===== config.mk =====
export PLATFORM = sky130hd
export DESIGN_NAME = corr_event_collector
export DESIGN_NICKNAME = d
export VERILOG_FILES = /design/src/rtl/corr_event_collector.sv
export SDC_FILE = /design/constraint.sdc
export NUM_CORES = 1
export LEC_CHECK = 0
export ABC_CLOCK_PERIOD_IN_PS = 14100
export CAP_MARGIN = 20
export CORE_AREA = 2 2 205 207
export CTS_BUF_LIST = sky130_fd_sc_hd__clkbuf_4
export CTS_CLUSTER_DIAMETER = 80
export DETAILED_ROUTE_END_ITERATION = 10
export DIE_AREA = 0 0 207 209
export GPL_TIMING_DRIVEN = 0
export PLACE_DENSITY = 0.73
export SYNTH_ARGS = -nofsm -noshare
export SYNTH_HDL_FRONTEND = slang
export SYNTH_SLANG_ARGS = --single-unit

===== constraint.sdc =====
create_clock -name clk -period 14.1 [get_ports clk]
set_input_delay 2.115 -clock clk [delete_from_list [all_inputs] [get_ports clk]]
set_output_delay 2.115 -clock clk [all_outputs]
set_load 0.01 [all_outputs]

===== src/rtl/corr_event_collector.sv =====
// Timestamps correlator rising edges, stages one per channel, queues them in a FIFO popped by DATA reads.
// Edge to FIFO in 2 cycles; a full FIFO holds events in staging, and only a re-edge on a staged channel loses one.
module corr_event_collector #(
  parameter logic [31:0] BASE  = 32'hFE000800,
  parameter int          DEPTH = 8
) (
  input  logic        clk,
  input  logic        rst,
  input  logic [31:0] addr,
  input  logic [31:0] Wdata,
  input  logic        write,
  input  logic        read,
  output logic [31:0] Rdata,
  input  logic        PushADC,
  input  logic [7:0]  CorrelationSeen,
  output logic        EventIrq
);
  localparam int AW = $clog2(DEPTH);
  localparam int CW = AW + 1;
  localparam logic [31:0] A_CTRL = BASE;
  localparam logic [31:0] A_PEND = BASE + 32'h04;
  localparam logic [31:0] A_STAT = BASE + 32'h08;
  localparam logic [31:0] A_DATA = BASE + 32'h0C;
  localparam logic [31:0] A_TS   = BASE + 32'h10;

  logic          en;
  logic [7:0]    mask;
  logic [7:0]    pend;
  logic          ovf;
  logic [27:0]   tstamp;
  logic [7:0]    seen_d;
  logic [7:0]    stage_v;
  logic [27:0]   stage_ts [8];
  logic [30:0]   mem [DEPTH];
  logic [AW-1:0] wr_ptr;
  logic [AW-1:0] rd_ptr;
  logic [CW-1:0] count;

  logic       wr_ctrl, wr_pend, wr_stat, wr_ts;
  logic       empty, full, push, pop;
  logic [7:0] rise, accept, drop, gnt_oh;
  logic       gnt_vld;
  logic [2:0] gnt_idx;
  logic       unused_wdata;

  assign unused_wdata = ^Wdata[31:28];

  assign wr_ctrl = write && (addr == A_CTRL);
  assign wr_pend = write && (addr == A_PEND);
  assign wr_stat = write && (addr == A_STAT);
  assign wr_ts   = write && (addr == A_TS);

  assign empty = (count == '0);
  assign full  = (count == CW'(DEPTH));
  assign pop   = read && (addr == A_DATA) && !empty;

  assign rise   = CorrelationSeen & ~seen_d & mask & {8{en}};
  assign accept = rise & ~stage_v;
  // A channel still holding an un-queued event cannot take another one.
  assign drop   = rise & stage_v;

  always_comb begin
    gnt_vld = 1'b0;
    gnt_idx = '0;
    for (int i = 7; i >= 0; i--) begin
      if (stage_v[i]) begin
        gnt_vld = 1'b1;
        gnt_idx = 3'(i);
      end
    end
    push   = gnt_vld && (!full || pop);
    gnt_oh = push ? (8'b1 << gnt_idx) : 8'b0;
  end

  always_ff @(posedge clk or negedge rst) begin
    if (!rst) begin
      en      <= 1'b0;
      mask    <= '0;
      pend    <= '0;
      ovf     <= 1'b0;
      tstamp  <= '0;
      seen_d  <= '0;
      stage_v <= '0;
      wr_ptr  <= '0;
      rd_ptr  <= '0;
      count   <= '0;
    end else begin
      if (wr_ctrl) begin
        en   <= Wdata[0];
        mask <= Wdata[15:8];
      end
      pend <= (wr_pend ? (pend & ~Wdata[7:0]) : pend) | accept;
      ovf  <= (ovf & ~(wr_stat & Wdata[10])) | (|drop);
      if (wr_ts) begin
        tstamp <= Wdata[27:0];
      end else if (PushADC && en) begin
        tstamp <= tstamp + 28'd1;
      end
      seen_d  <= CorrelationSeen;
      stage_v <= (stage_v & ~gnt_oh) | accept;
      if (push) wr_ptr <= wr_ptr + AW'(1);
      if (pop)  rd_ptr <= rd_ptr + AW'(1);
      count <= count + CW'(push) - CW'(pop);
    end
  end

  // Payload storage needs no reset: stage_v and count qualify every use.
  always_ff @(posedge clk) begin
    for (int i = 0; i < 8; i++) begin
      if (accept[i]) stage_ts[i] <= tstamp;
    end
    if (push) mem[wr_ptr] <= {gnt_idx, stage_ts[gnt_idx]};
  end

  always_comb begin
    Rdata = '0;
    if (read) begin
      case (addr)
        A_CTRL:  Rdata = {16'h0, mask, 7'h0, en};
        A_PEND:  Rdata = {24'h0, pend};
        A_STAT:  Rdata = {21'h0, ovf, full, empty, 4'h0, 4'(count)};
        A_DATA:  Rdata = empty ? 32'h0 : {1'b1, mem[rd_ptr]};
        A_TS:    Rdata = {4'h0, tstamp};
        default: Rdata = '0;
      endcase
    end
  end

  assign EventIrq = en & (!empty | ovf);

endmodule


==> results.json, run 1 <==
{
  "rows": 75,
  "layout_common_cells": "edfxtp_1 (472), clkbuf_4 (209), clkdlybuf4s50_1 (104)",
  "outcome": "finished, final reports clean",
  "pwr-share-comb": 0.011,
  "ys.flop_type": "edfxtp_1",
  "min_path_type": "reg -> reg",
  "fin_area_um2": 26400,
  "hold_depth": 1,
  "die_height_um": 209,
  "clock-sinks": 544,
  "ctsHoldBuffers": 0,
  "cp-endpoint": "Rdata[25]",
  "leakage_uw": 0.00913,
  "gp_congestion": 0.877,
  "drc": 0,
  "grt_pass1_wl_um": 86000,
  "worstReg2RegStart": "stage_v[3]",
  "synth_top_area_frac": 0.635,
  "yosysSeqAreaShare": 0.716,
  "regArea_um2": 16000,
  "syn_to_final_growth_pct": 18.2,
  "ff2ff_path_depth": 7,
  "synth_top_cell_by_area": "edfxtp_1",
  "start_util": 0.541,
  "ys_ff_latch": 544,
  "skew_ps": 34.6,
  "nNetsFinal": 1731,
  "synth_warnings": 0,
  "p_sw_frac": 0.204,
  "required_ps": 11980,
  "drtIter0Drc": 1477,
  "ctsResizeCount": 0,
  "p_seq_frac": 0.564,
  "grt_overflow": 0,
  "post-route-period-util": 0.555,
  "drive_above_1_share": 0.241,
  "clockBufferDepth": 3,
  "p_int_uw": 2440,
  "antenna_found_initial": 1,
  "rrSetupSlack_ps": 9980,
  "grt_pass1_vias": 14271,
  "synth_edf_count": 472,
  "placed_area_um2": 24700,
  "clk_latency_ps": 840,
  "syn_nets": 1452,
  "root_buffer": "clkbuf_4",
  "fin_crit_ps": 7830,
  "cts_buffers": 138,
  "p_switching_uw": 624,
  "hold_violations": 0,
  "cp.arrival_ps": 5710,
  "vias_per_cell": 6.08,
  "final-max-slew-violation-count": 0,
  "tightestPinTransition_ps": 1160,
  "setup_viol": 0,
  "routed_wl_um": 57100,
  "crit_fanout": 10,
  "die_w_um": 207,
  "post_cts.repair.setup_buffers": 0,
  "grt_max_degree": 45,
  "fill_cells": 2983,
  "ioPinCount": 110,
  "worstSetupPathType": "in -> out",
  "synth_top_cells_by_area": "edfxtp_1 (63%), dfrtp_1 (8.1%), mux4_2 (6.3%), mux2i_1 (1.9%), a21oi_1 (1.4%)",
  "synth_area_per_cell_um2": 16.4,
  "endpoint_kind": "output pin",
  "drtPass1Iterations": 5,
  "synthArstFlopShare": 0.132,
  "fmax_mhz": 128,
  "wl_per_cell_um": 25.0,
  "mostFrequentLayoutCell": "edfxtp_1",
  "io_buffers": 105,
  "multiInputGateArea_um2": 6000,
  "clk_pin_slew_ps": 60,
  "hpwlAfterDp_um": 38700,
  "synth.distinct_cells": 72,
  "rsz0062_at_grt": "false",
  "syn-cell-area_um2": 22300,
  "r2r_end": "mem[5][3]",
  "cts_tree": "yes",
  "syn_inst": 1365,
  "crit_path_start_kind": "input pin",
  "ir_worst_vdd_mv": 0.0750,
  "slew_headroom": 0.224,
  "vias": 13896,
  "coreArea_um2": 41300,
  "p_clk_frac": 0.425,
  "startpoint": "addr[12]",
  "maxCapViolations": 0,
  "grtUsageTotal": 0.268,
  "setup-tns-final_ps": 0,
  "cellPowerDensity_nw_per_um2": 116,
  "ant_nets": 0,
  "htree_levels": 4,
  "dieArea_um2": 43300
}
per-stage QoR:
| stage | hold WS [ps] | utilization | setup slack [ps] | total power (uW) | cells |
|---|---|---|---|---|---|
| finish | 483 | 0.639 | 6270 | 3060 | 2285 |
| global route | 492 | 0.639 | 6020 | 3160 | 2284 |
| CTS | 484 | 0.639 | 6270 | 3080 | 2282 |
| detailed placement | 471 | 0.597 | 6310 | 1790 | 2042 |
| global placement | 467 | 0.583 | 3710 | 1790 | 2009 |
| floorplan | 450 | - | 6980 | 1770 | 1365 |
cells in the mapped netlist (29+ instances only):
library cell and number:
dfrtp_1 72, o21ai_0 34, nor2_1 79, clkbuf_1 33
mux4_2 62, nand3_1 30, buf_2 29, nand2_1 75
a21oi_1 62, mux2i_1 42, edfxtp_1 472, a221oi_1 33
cell families after synthesis:
group	Yosys count	synth area share
xor+xnor	33	0.0129
compound gates	255	0.0835
mux	129	0.0941
buf+inv	100	0.0205
flops	544	0.716
fa+ha+maj	10	0.00594
simple gates	294	0.0675
per-layer routing:
layer / vias to the layer above / part of all wire / track usage
met1: 7005 / 0.40 / 0.355
met3: 116 / 0.082 / 0.0490
met2: 712 / 0.49 / 0.441
li1: 6063 / - / -
met4: 0 / 0.031 / 0.114
met5: - / 0 / 0
state kept, by name, summed over array words and instances, names as in the netlist:
register,cells
mem,248
stage_ts,224
tstamp,28
mask,8
pend,8
seen_d,8
stage_v,8
count,4
rd_ptr,3
wr_ptr,3
en,1
ovf,1
worst max-delay path: stages:
cell and delay [ps]:
clkdlybuf4s50_1 400, nor3_1 300, nand3_1 240, nor3_1 750, nand3_2 490, clkbuf_1 440, o21ai_0 370, clkdlybuf4s50_1 590
cell type report:
| type | count | share of cell area |
|---|---|---|
| inverter | 25 | 0.00356 |
| buffer | 75 | 0.0138 |
| sequential | 544 | 0.605 |
| multi-input combinational | 721 | 0.228 |
| clock inverter | 32 | 0.00569 |
| antenna | 2 | 0.000190 |
| clock buffer | 208 | 0.0592 |
| timing repair buffer | 139 | 0.0590 |
| tap | 539 | 0.0256 |
worst min path at each step:
stage | end | slack, ps | startpoint
after floorplan | pend[0] | 450 | pend[0]
after global placement | pend[0] | 470 | pend[0]
after detailed placement | pend[0] | 470 | pend[0]
after CTS | pend[0] | 480 | pend[0]
after global routing | pend[0] | 490 | pend[0]
final | pend[0] | 480 | pend[0]
power groups by stage:
stage                     combinational (uW)  sequential (uW)  clock, uW
after CTS                               33.7             1730       1320
after floorplan                         4.39             1760          0
after detailed placement                33.5             1760          0
final                                   33.4             1730       1300
after global placement                  32.2             1760          0
after global routing                    35.7             1730       1400
No activity file was read; power rests on OpenSTA's default activity.
==> run 2, diff against run 1 <==
- ABC_CLOCK_PERIOD_IN_PS: 14100 -> 6400
- PLACE_DENSITY: 0.73 -> 0.76
- clock period: 14.1 -> 6.4 ns (I/O delays scaled with it)
==> run 2 against run 1 <==
Against the previous run:
- register-to-register slack lost 7700 ps
- clock skew up 26 ps
- hold slack improved by 8.8 ps
- core utilization fell by 0.14 points
- flip-flop and latch count did not move
- sequential share of layout area up 0.13 points
- setup slack worse by 5500 ps
- highest routed layer unchanged
- routed wire length fell by 1.4%
- final cell count fell by 0.31%
- combinational power rose by 120%
- power is 120% higher
==> results.json, run 2 (same netlist as run 1, synthesis figures left out) <==
{
  "io_buffers": 105,
  "cts_tree": "yes",
  "drtPass1Iterations": 7,
  "ant_nets": 0,
  "rsz0062_at_grt": "false",
  "pwr-share-comb": 0.011,
  "drtIter0Drc": 1502,
  "p_int_uw": 5350,
  "grt_overflow": 0,
  "syn_to_final_growth_pct": 17.9,
  "p_switching_uw": 1340,
  "r2r_end": "mem[0][27]",
  "cp.arrival_ps": 4660,
  "setup_viol": 0,
  "slew_headroom": 0.272,
  "fin_ws_ps": 779,
  "clk_latency_ps": 830,
  "leakage_uw": 0.00911,
  "grt_max_degree": 60,
  "required_ps": 5440,
  "cellPowerDensity_nw_per_um2": 254,
  "critPathSlowestCell": "nor3_1",
  "dpl.cell_count": 2043,
  "fill_cells": 2921,
  "coreArea_um2": 41300,
  "largest_reg_flops": 248,
  "wl_per_cell_um": 24.7,
  "p_clk_frac": 0.421,
  "path_cells": "clkdlybuf4s50_1 -> nor3_1 -> nand3_1 -> nor3_1 -> nand3_2 -> clkbuf_1 -> o21ai_0 -> clkdlybuf4s50_1",
  "p_sw_frac": 0.201,
  "clk_pin_slew_ps": 70,
  "routed_wl_um": 56300,
  "skew_ps": 60.4,
  "rrSetupSlack_ps": 2310,
  "rows": 75,
  "endpoint_kind": "output pin",
  "cp_top_family": "simple AND/OR/NAND/NOR gates",
  "maxCapViolations": 0,
  "clock-sinks": 544,
  "grtUsageTotal": 0.263,
  "nNetsFinal": 1728,
  "clockBufferDepth": 3,
  "crit_path_start_kind": "input pin",
  "hold_violations": 0,
  "gp_congestion": 0.880,
  "ff2ff_path_depth": 8,
  "vias": 13846,
  "ioPinCount": 110,
  "antenna_found_initial": 2,
  "mostFrequentLayoutCell": "edfxtp_1",
  "top_regs": "mem: 248 flops, stage_ts: 224 flops, tstamp: 28 flops",
  "hp-start": "pend[5]",
  "die_w_um": 207,
  "worstReg2RegStart": "stage_v[6]",
  "grt_pass1_wl_um": 84600,
  "grt_pass1_vias": 14034,
  "post_cts.repair.setup_buffers": 0,
  "drive_above_1_share": 0.239,
  "vias_per_cell": 6.08,
  "place_worst_setup_slack_ps": 798,
  "post-route-period-util": 0.878,
  "fin_crit_ps": 5620,
  "cp.buffers_inverters": 3,
  "cts_buffers": 133,
  "min_path_type": "reg -> reg",
  "multiInputGateArea_um2": 6000,
  "final-max-slew-violation-count": 0,
  "layout_common_cells": "edfxtp_1 (472), clkbuf_4 (200), clkdlybuf4s50_1 (104)",
  "root_buffer": "clkbuf_4",
  "drc": 0,
  "regArea_um2": 16000,
  "holdPathEnd": "pend[5]",
  "final_cells": 2278,
  "crit_fanout": 10,
  "hpwlAfterDp_um": 38400,
  "ctsResizeCount": 0,
  "htree_levels": 4,
  "fin_area_um2": 26300,
  "outcome": "finished, final reports clean",
  "p_seq_frac": 0.568,
  "start_util": 0.541,
  "fmax_mhz": 178,
  "placed_area_um2": 24600,
  "die_height_um": 209,
  "dieArea_um2": 43300,
  "worstSetupPathType": "in -> out",
  "crit_path_max_incr_delay_ps": 780,
  "tightestPinTransition_ps": 1090,
  "ir_worst_vdd_mv": 0.181,
  "top_register": "mem",
  "setup-tns-final_ps": 0,
  "hold_depth": 1
}
-- run 2: worst max path at each step --
stage,startpoint,to,cells past startpoint
final,addr[12],Rdata[25],8
after global routing,addr[12],Rdata[25],8
after CTS,addr[12],Rdata[25],8
after detailed placement,addr[12],Rdata[25],8
after global placement,addr[22],mem[0][22],7
after floorplan,addr[23],mem[0][0],6
-- run 2: per-stage QoR --
stage | hold slack [ps] | power, uW | util
2_1_floorplan | 450 | 3890 | -
3_3_place_gp | 464 | 3950 | 0.583
3_5_place_dp | 474 | 3950 | 0.597
4_1_cts | 488 | 6730 | 0.637
5_1_grt | 506 | 6930 | 0.638
6_report | 492 | 6690 | 0.638
-- run 2: timing repair --
action                                 CTS  global route
setup endpoints to repair                0             0
endpoints found under the hold margin   13             0
hold buffers                             1             0
-- run 2: worst reg2reg max path, stage by stage, from the launching register on --
cell and delay [ps]:
dfrtp_1 500, nor2_1 110, o31ai_2 790, and4_1 300
buf_2 180, buf_2 300, buf_1 550, a211oi_1 190
a22oi_1 800
-- run 2: per-layer routing --
metal | GRT usage | up-vias | wire length (um)
met5 | 0 | - | 0
met4 | 0.119 | 0 | 2220
met3 | 0.0506 | 143 | 4670
met2 | 0.434 | 714 | 28100
met1 | 0.343 | 6945 | 21400
li1 | - | 6044 | -
-- run 2: cell type report --
cell class	instances	share of cell area
Timing Repair Buffer	141	0.0584
Multi-Input combinational cell	721	0.228
Tap cell	539	0.0256
Clock inverter	33	0.00699
Sequential cell	544	0.607
Buffer	75	0.0138
Clock buffer	199	0.0567
Inverter	25	0.00356
Antenna cell	1	0.0000950
-- run 2: power groups by stage --
stage / clock network, uW / registers, uW / logic, uW
6_report: 2810 / 3800 / 73.9
5_1_grt: 3050 / 3800 / 78.8
4_1_cts: 2860 / 3800 / 74.8
3_5_place_dp: 0 / 3880 / 74.0
3_3_place_gp: 0 / 3880 / 71.3
2_1_floorplan: 0 / 3880 / 9.67
==> run 3, diff against run 2 <==
- GPL_TIMING_DRIVEN: 0 -> not set
- SETUP_SLACK_MARGIN: not set -> 0.1
==> run 3 against run 2 <==
Against the previous run:
- final cell count shrank 2.9%
- hold slack lost 160 ps
- power grew 3.8%
- via count shrank 2.5%
- largest cell class unchanged
- setup slack gained 550 ps
- global-route usage shrank 1.7 points
- cell area shrank 1.2%
- routed wire length shrank 5.9%
- clock power grew 9.6%
- core utilization shrank 0.79 points
==> results.json, run 3 (same netlist as run 1, synthesis figures left out) <==
{
  "top_regs": "mem: 248 flops, stage_ts: 224 flops, tstamp: 28 flops",
  "routed_wl_um": 53000,
  "fin_area_um2": 26000,
  "maxCapViolations": 0,
  "rrSetupSlack_ps": 2430,
  "die_height_um": 209,
  "top_register": "mem",
  "gp_congestion": 0.880,
  "required_ps": 5440,
  "dpl.cell_count": 1969,
  "cts_tree": "yes",
  "post-route-util": 0.630,
  "placed_area_um2": 24100,
  "tightestPinTransition_ps": 1100,
  "ctsHoldBuffers": 0,
  "grt_overflow": 0,
  "largest_reg_flops": 248,
  "startpoint": "addr[12]",
  "drtPass1Iterations": 5,
  "htree_levels": 4,
  "start_util": 0.541,
  "io_buffers": 105,
  "fin_ws_ps": 1330,
  "die_w_um": 207,
  "cellPowerDensity_nw_per_um2": 267,
  "fill_cells": 2929,
  "final-max-slew-violation-count": 0,
  "ff2ff_path_depth": 8,
  "coreArea_um2": 41300,
  "setup-tns-final_ps": 0,
  "worstReg2RegStart": "stage_v[7]",
  "layout_common_cells": "edfxtp_1 (472), clkbuf_4 (206), clkdlybuf4s50_1 (104)",
  "min_path_type": "in -> async",
  "ioPinCount": 110,
  "worstSetupPathType": "in -> out",
  "cts_buffers": 134,
  "dieArea_um2": 43300,
  "drive_above_1_share": 0.238,
  "fin_crit_ps": 5070,
  "drtIter0Drc": 1439,
  "vias": 13505,
  "cp.arrival_ps": 4110,
  "endpoint_kind": "output pin",
  "outcome": "finished, final reports clean",
  "place_worst_setup_slack_ps": 1380,
  "mostFrequentLayoutCell": "edfxtp_1",
  "root_buffer": "clkbuf_4",
  "grt_max_degree": 73,
  "syn_to_final_growth_pct": 16.5,
  "final_cells": 2213,
  "rsz0062_at_grt": "false",
  "antenna_found_initial": 1,
  "nNetsFinal": 1655,
  "ant_nets": 0,
  "hpwlAfterDp_um": 32200,
  "clk_pin_slew_ps": 60,
  "setup_viol": 0,
  "grtUsageTotal": 0.247,
  "skew_ps": 48.7,
  "leakage_uw": 0.00890,
  "r2r_end": "mem[1][16]",
  "clock-sinks": 544,
  "vias_per_cell": 6.10,
  "crit_path_start_kind": "input pin",
  "clk_latency_ps": 810,
  "ir_worst_vdd_mv": 0.131,
  "crit_fanout": 12,
  "fmax_mhz": 197,
  "grt_pass1_vias": 14034,
  "post_cts.repair.setup_buffers": 0,
  "post-route-period-util": 0.792,
  "ctsResizeCount": 0,
  "grt_pass1_wl_um": 80300,
  "slew_headroom": 0.263,
  "hold_violations": 0,
  "clockBufferDepth": 3,
  "drc": 0,
  "rows": 75,
  "wl_per_cell_um": 23.9
}
run 3: worst max path at each step:
stage / endpoint / slack [ps] / depth (start not counted)
floorplan: mem[0][0] / 430 / 6
global placement: Rdata[16] / 1420 / 8
detailed placement: Rdata[15] / 1380 / 8
CTS: Rdata[13] / 1310 / 5
global route: Rdata[15] / 1090 / 8
finish: Rdata[15] / 1330 / 8
run 3: area by class of cell:
cell class                 count  area (um2)  area share
clock inverter                34         330      0.0127
tap                          539         674      0.0259
inverter                      25        93.8     0.00361
sequential                   544       16000       0.615
multi-input combinational    721        6010       0.231
clock buffer                 206        1550      0.0595
antenna                        2        5.00    0.000192
timing repair buffer         142        1360      0.0523
run 3: worst max-delay path, cell delays in order:
cell	delay, ps
clkdlybuf4s50_1	390
nor3_1	310
nand3_1	240
nor3_1	700
nand2_1	450
o22ai_1	330
and2_1	160
clkdlybuf4s50_1	550
run 3: report_power, final:
| part | internal, uW | switching (uW) | total [uW] |
|---|---|---|---|
| Combinational | 42.9 | 26.9 | 69.9 |
| Clock | 1750 | 1330 | 3080 |
| Sequential | 3800 | 0.579 | 3800 |
run 3: stage by stage:
stage	power [uW]	hold WS, ps
final	6950	328
after floorplan	3890	450
after detailed placement	3950	473
after CTS	7010	300
after global placement	3950	463
after global routing	7190	351
run 3: layer usage:
layer	track usage	wire, um
met5	0	0
met1	0.315	20800
met2	0.418	26700
met4	0.0970	1360
met3	0.0509	4160
